`config.mk`:
```
export PLATFORM = sky130hd
export DESIGN_NAME = expr_paren_check_flat
export DESIGN_NICKNAME = d
export VERILOG_FILES = /design/src/rtl/expr_paren_check_pkg.sv /design/src/rtl/expr_paren_check_if.sv /design/src/rtl/expr_paren_check_char_class.sv /design/src/rtl/expr_paren_check.sv /design/src/flat_wrapper.sv
export SDC_FILE = /design/constraint.sdc
export NUM_CORES = 1
export LEC_CHECK = 0
export ABC_AREA = 1
export BUFFER_PORTS_ARGS = -buffer_cell sky130_fd_sc_hd__buf_2
export CORE_MARGIN = 2
export CORE_UTILIZATION = 45
export CTS_CLUSTER_DIAMETER = 200
export CTS_CLUSTER_SIZE = 16
export DETAILED_ROUTE_END_ITERATION = 12
export GPL_TIMING_DRIVEN = 0
export PLACE_DENSITY_LB_ADDON = 0.08
export SYNTH_ARGS = -nofsm -noshare
export SYNTH_HDL_FRONTEND = slang
export SYNTH_SLANG_ARGS = --single-unit
```
`constraint.sdc`:
```
create_clock -name clk -period 2.01 [get_ports clk]
set_input_delay 0.3015 -clock clk [delete_from_list [all_inputs] [get_ports clk]]
set_output_delay 0.3015 -clock clk [all_outputs]
set_load 0.005 [all_outputs]
```
`src/rtl/expr_paren_check_pkg.sv`:
```
// Shared definitions for the expression-checking blocks.
//   state_e : FSM states of the streaming validator
//   cls_e   : character classes produced by expr_char_class
//   ASCII_* : character constants used by the classifier
package expr_pkg;

  typedef enum logic [1:0] {
    S_EXPECT,
    S_NUM,
    S_CLOSE,
    S_ERR
  } state_e;

  typedef enum logic [2:0] {
    C_DIGIT,
    C_OP,
    C_LP,
    C_RP,
    C_OTHER
  } cls_e;

  localparam logic [7:0] ASCII_0     = 8'h30;
  localparam logic [7:0] ASCII_9     = 8'h39;
  localparam logic [7:0] ASCII_PLUS  = 8'h2B;
  localparam logic [7:0] ASCII_STAR  = 8'h2A;
  localparam logic [7:0] ASCII_MINUS = 8'h2D;
  localparam logic [7:0] ASCII_LP    = 8'h28;
  localparam logic [7:0] ASCII_RP    = 8'h29;

endpackage

```
`src/rtl/expr_paren_check_if.sv`:
```
// Character stream in / verdict out bundle for expr_paren_check.
//   in_valid, in : one ASCII character per accepted cycle (master -> slave)
//   out          : accepted prefix is a complete valid expression
//   err          : sticky, prefix can never become valid
//   depth        : current count of open parentheses
interface expr_paren_check_if #(
  parameter int MAX_DEPTH = 4
);
  localparam int DW = $clog2(MAX_DEPTH + 1);

  logic          in_valid;
  logic [7:0]    in;
  logic          out;
  logic          err;
  logic [DW-1:0] depth;

  modport master (output in_valid, output in, input out, input err, input depth);
  modport slave  (input in_valid, input in, output out, output err, output depth);
endinterface

```
`src/rtl/expr_paren_check_char_class.sv`:
```
// Combinational ASCII character classifier shared by the expression blocks.
//   in_ch : ASCII character
//   cls   : DIGIT / OP / LP / RP / OTHER ('-' is an OP only when ALLOW_MINUS=1)
module expr_char_class
  import expr_pkg::*;
#(
  parameter bit ALLOW_MINUS = 1'b0
) (
  input  logic [7:0] in_ch,
  output cls_e       cls
);

  always_comb begin
    cls = C_OTHER;
    if (in_ch >= ASCII_0 && in_ch <= ASCII_9) begin
      cls = C_DIGIT;
    end else if (in_ch == ASCII_PLUS || in_ch == ASCII_STAR ||
                 (ALLOW_MINUS && in_ch == ASCII_MINUS)) begin
      cls = C_OP;
    end else if (in_ch == ASCII_LP) begin
      cls = C_LP;
    end else if (in_ch == ASCII_RP) begin
      cls = C_RP;
    end
  end

endmodule

```
`src/rtl/expr_paren_check.sv`:
```
// Streaming validator for arithmetic expressions with parentheses.
//   clk : rising-edge clock
//   clr : synchronous active-high clear, wins over bus.in_valid
//   bus : expr_paren_check_if slave (in_valid/in in, out/err/depth out)
// All outputs are registered; a character accepted at edge N is reflected
// right after edge N.
module expr_paren_check
  import expr_pkg::*;
#(
  parameter int MAX_DEPTH   = 4,
  parameter int MULTI_DIGIT = 1,
  parameter int ALLOW_MINUS = 0
) (
  input  logic                  clk,
  input  logic                  clr,
  expr_paren_check_if.slave     bus
);

  localparam int DW = $clog2(MAX_DEPTH + 1);

  cls_e          cls;
  state_e        state_q, state_d;
  logic [DW-1:0] depth_q, depth_d;
  logic          out_q, out_d;
  logic          err_q, err_d;

  expr_char_class #(
    .ALLOW_MINUS(ALLOW_MINUS != 0)
  ) u_class (
    .in_ch(bus.in),
    .cls  (cls)
  );

  always_comb begin
    state_d = state_q;
    depth_d = depth_q;
    if (bus.in_valid) begin
      unique case (state_q)
        S_EXPECT: begin
          unique case (cls)
            C_DIGIT: state_d = S_NUM;
            C_LP: begin
              if (depth_q < DW'(MAX_DEPTH)) depth_d = depth_q + DW'(1);
              else                          state_d = S_ERR;
            end
            default: state_d = S_ERR;
          endcase
        end
        S_NUM: begin
          unique case (cls)
            C_DIGIT: state_d = (MULTI_DIGIT != 0) ? S_NUM : S_ERR;
            C_OP:    state_d = S_EXPECT;
            C_RP: begin
              if (depth_q != '0) begin
                depth_d = depth_q - DW'(1);
                state_d = S_CLOSE;
              end else begin
                state_d = S_ERR;
              end
            end
            default: state_d = S_ERR;
          endcase
        end
        S_CLOSE: begin
          unique case (cls)
            C_OP: state_d = S_EXPECT;
            C_RP: begin
              if (depth_q != '0) depth_d = depth_q - DW'(1);
              else               state_d = S_ERR;
            end
            default: state_d = S_ERR;
          endcase
        end
        default: state_d = state_q;  // ERR absorbs; depth stays frozen
      endcase
    end
    // Verdicts are computed from the next state so they register together.
    out_d = (state_d == S_NUM || state_d == S_CLOSE) && (depth_d == '0);
    err_d = (state_d == S_ERR);
  end

  always_ff @(posedge clk) begin
    if (clr) begin
      state_q <= S_EXPECT;
      depth_q <= '0;
      out_q   <= 1'b0;
      err_q   <= 1'b0;
    end else begin
      state_q <= state_d;
      depth_q <= depth_d;
      out_q   <= out_d;
      err_q   <= err_d;
    end
  end

  assign bus.out   = out_q;
  assign bus.err   = err_q;
  assign bus.depth = depth_q;

endmodule

```
`src/flat_wrapper.sv`:
```
// flat-port wrapper written by rule: the top's interface ports become plain ports
module expr_paren_check_flat import expr_pkg::*;
#(
  parameter int MAX_DEPTH   = 4,
  parameter int MULTI_DIGIT = 1,
  parameter int ALLOW_MINUS = 0
)
  (clk, clr, bus_in_valid, bus_in, bus_out, bus_err, bus_depth);
  expr_paren_check_if #(.MAX_DEPTH(MAX_DEPTH)) bus_i ();
  input  logic clk;
  input  logic clr;
  input wire logic [$bits(bus_i.in_valid)-1:0] bus_in_valid;
  input wire logic [$bits(bus_i.in)-1:0] bus_in;
  output wire logic [$bits(bus_i.out)-1:0] bus_out;
  output wire logic [$bits(bus_i.err)-1:0] bus_err;
  output wire logic [$bits(bus_i.depth)-1:0] bus_depth;
  assign bus_i.in_valid = bus_in_valid;
  assign bus_i.in = bus_in;
  assign bus_out = bus_i.out;
  assign bus_err = bus_i.err;
  assign bus_depth = bus_i.depth;
  expr_paren_check #(.MAX_DEPTH(MAX_DEPTH), .MULTI_DIGIT(MULTI_DIGIT), .ALLOW_MINUS(ALLOW_MINUS)) u_core (.clk(clk), .clr(clr), .bus(bus_i));
endmodule
```
==> key figures <==
Timing
  • # setup viols final: 0
  • Final worst slack: 0.187 ns
  • Max Fclk: 549 MHz
  • Final worst path period share: between 90% and 100%
  • Final count of hold timing violations: 0
  • Slew at the pin closest to its max-slew limit: 0.266 ns
  • Slew Limit Fails: 0
  • RSZ-0062 raised after global routing: no
  • Relative slew slack: 82.3%
  • Crit path time final: 1.82 ns
  • Setup TNS: 0 ns
  • Skew final: 0.00944 ns

Run
  • Max-cap violations: 0

Power and ir drop
  • Sw Ratio: 37.7%
  • Pint: 298 µW
  • Net Switching: about 180 µW
  • PwrDens: 544 mW/mm²
  • Worst IR Drop VDD: approximately 0.47 mV
  • Combinational fraction of design power: 37.6%
  • P_leak: 0.480 nW
  • Total power draw: 479 µW
  • Clk network pwr share: a little over a quarter
  • Reg power frac: 35.0%

Floorplan
  • Die area: 0.00201 mm²
  • Die height: about 45 µm
  • Core ar.: about 0.0015 mm²
  • Die X: 44.8 µm
  • Top Ports: 16
  • Cell Rows: 14
  • Initial Util: 48.6%

Place
  • Number of port buffers: 15
  • Hpwl dp: 1150 µm
  • Worst Setup Slack post-DPL: 0.0936 ns
  • Routability Congestion: approximately 0.82

Route
  • Final routed DRC violation total: 0
  • Vias: between 700 and 800
  • Antenna viol nets, final: 0
  • Routed len/inst: 9.48 µm
  • Avg Vias per Cell: 4.85
  • Routed WL: 1430 µm
  • DRT Pass-1 Iters: 4
  • Starting DRT DRC Count: 24

Worst hold path
  • HP Class: input port to flip-flop

Clock network
  • CTS H-tree depth: 1
  • Insertion delay to the later sink of the worst-skew pair: 0.26 ns
  • Max clock buf depth: 2
  • Total clock sinks: 7
  • Num CTS Buffers: 3
  • CTS tree: built
  • CTS Hold Bufs: 0
  • CTS root buffer: clkbuf_4
  • Clock slew at reported path FFs: roughly 0.06 ns

Status
  • Status: finished, final reports clean

Cells and area
  • Area Growth Syn to Fin: 17.4%
  • Number of diodes: 0
  • Layout cells sized above 1: 32.6%
  • Final Util: 57.1%
  • # nets final: 155

Logic synthesis
  • Mapped Cells: 116
  • Top post-synthesis cells by area: dfxtp_1 (19%), nand2_1 (16%), ha_1 (13%)
  • Yosys top cell by area: dfxtp_1
  • Flop and latch count out of synthesis: 7
  • Synthesized Nets: 135
  • Synth Cell Area: 749 µm²
  • YS warnings: 0
  • Library cells used by synthesis: 19
  • Synth top area share: 18.7%
  • Average size of a mapped cell: 6.46 µm²
  • Sequential fraction of the synthesis area: 18.7%

Global route
  • Grt met1 use: between 20% and 30%
  • Overflow after GRT: 0
  • Global-route wire length before repair: roughly 2500 µm
  • GR Util met3: 6.00%
  • Antenna violations before repair: 0
  • Number of global-route vias before repair: 607
  • Grt peak-use layer: met2
  • Global Route Usage Sum: 17.3%
  • Largest net degree at the start of global routing: 9
  • GR Util met2: a little over a quarter

Worst setup path
  • Max FO, Critical Path: 6
  • CP Capture Type: flip-flop
  • CP Launch Type: flip-flop
  • Crit path arrival time: 2.03 ns
  • Data required, critical path: 2.22 ns
  • Crit path kind: flip-flop to flip-flop
-- critical path, cell delays in order (launching register included) --
cell and delay [ns]:
dfxtp_4 0.37, inv_2 0.07, ha_1 0.23, nand2_4 0.10
nand2_2 0.10, o21ai_2 0.12, nand2_1 0.07, nor2_2 0.11
nor2_1 0.06, ha_1 0.27, inv_1 0.03, nor2_1 0.08
nand2_1 0.07, nor2_2 0.09
-- flip-flops by register name (all words and copies together) (netlist names) --
signal            count
u_core.bus.err        1
u_core.bus.out        1
u_core.state_q        2
u_core.bus.depth      3
-- cell type report --
class,count,area (µm²)
timing repair buffer,15,75.1
tap,16,20.0
inverter,18,67.6
multi-input combinational,91,546
clock buffer,3,22.5
sequential,7,144
fill,159,662
clock inverter,1,5.00
-- cells in the final DEF, fill, tap and decap left out, types with 3 or more instances in the layout --
cell / n
nand4_1: 3
inv_1: 11
nor2_1: 12
nor2_4: 6
buf_2: 15
nand2_1: 32
dfxtp_1: 6
ha_1: 8
inv_2: 7
clkbuf_4: 3
nand3_1: 14
-- worst paths after layout --
kind	startpoint	end	slack [ns]	cells past startpoint
worst min-delay path	clr	u_core.bus.depth[0]	0.28	2
worst max register to register	u_core.bus.depth[0]	u_core.bus.out	0.19	13
worst min register to register	u_core.state_q[0]	u_core.state_q[0]	0.64	2
worst max-delay path	u_core.bus.depth[0]	u_core.bus.out	0.19	13
-- power by group through the flow --
stage / clock [mW] / sequential, mW / combinational (mW)
final: 0.131 / 0.168 / 0.180
after global routing: 0.148 / 0.171 / 0.213
after CTS: 0.138 / 0.168 / 0.182
after detailed placement: 0 / 0.171 / 0.180
after global placement: 0 / 0.170 / 0.179
after floorplan: 0 / 0.169 / 0.134
-- cells in the mapped netlist (all sizes together) --
master,number
nor2,20
or2,1
nand4,3
inv,18
o21a,1
ha,8
o21ai,6
dfxtp,7
nor3,1
nand3,16
nand2,35
-- per-stage QoR --
stage / hold WS (ns) / cells / instance area, µm²
finish: 0.283 / 151 / 880
global route: 0.288 / 151 / 880
CTS: 0.280 / 151 / 872
detailed placement: 0.565 / 147 / 845
global placement: 0.558 / 147 / 845
floorplan: 0.371 / 116 / 749
-- metal layers --
layer,wire [µm],vias to the layer above
li1,-,402
met1,698,312
met2,658,19
met3,75,0
met4,0,0
met5,0,-
-- repair_timing --
item,CTS,global route
gates resized for setup,0,3
endpoints found under the setup margin,0,1
setup buffers,0,0
-- cell families after synthesis --
group / count (synthesis) / share of synthesized area [%]
AND/OR/NAND/NOR: 76 / 53.3
buffers and inverters: 18 / 9.02
adder cells (fa/ha/maj): 8 / 13.4
AO/OA/AOI/OAI: 7 / 5.68
flip-flops: 7 / 18.7
No activity file was read; power rests on OpenSTA's default activity.
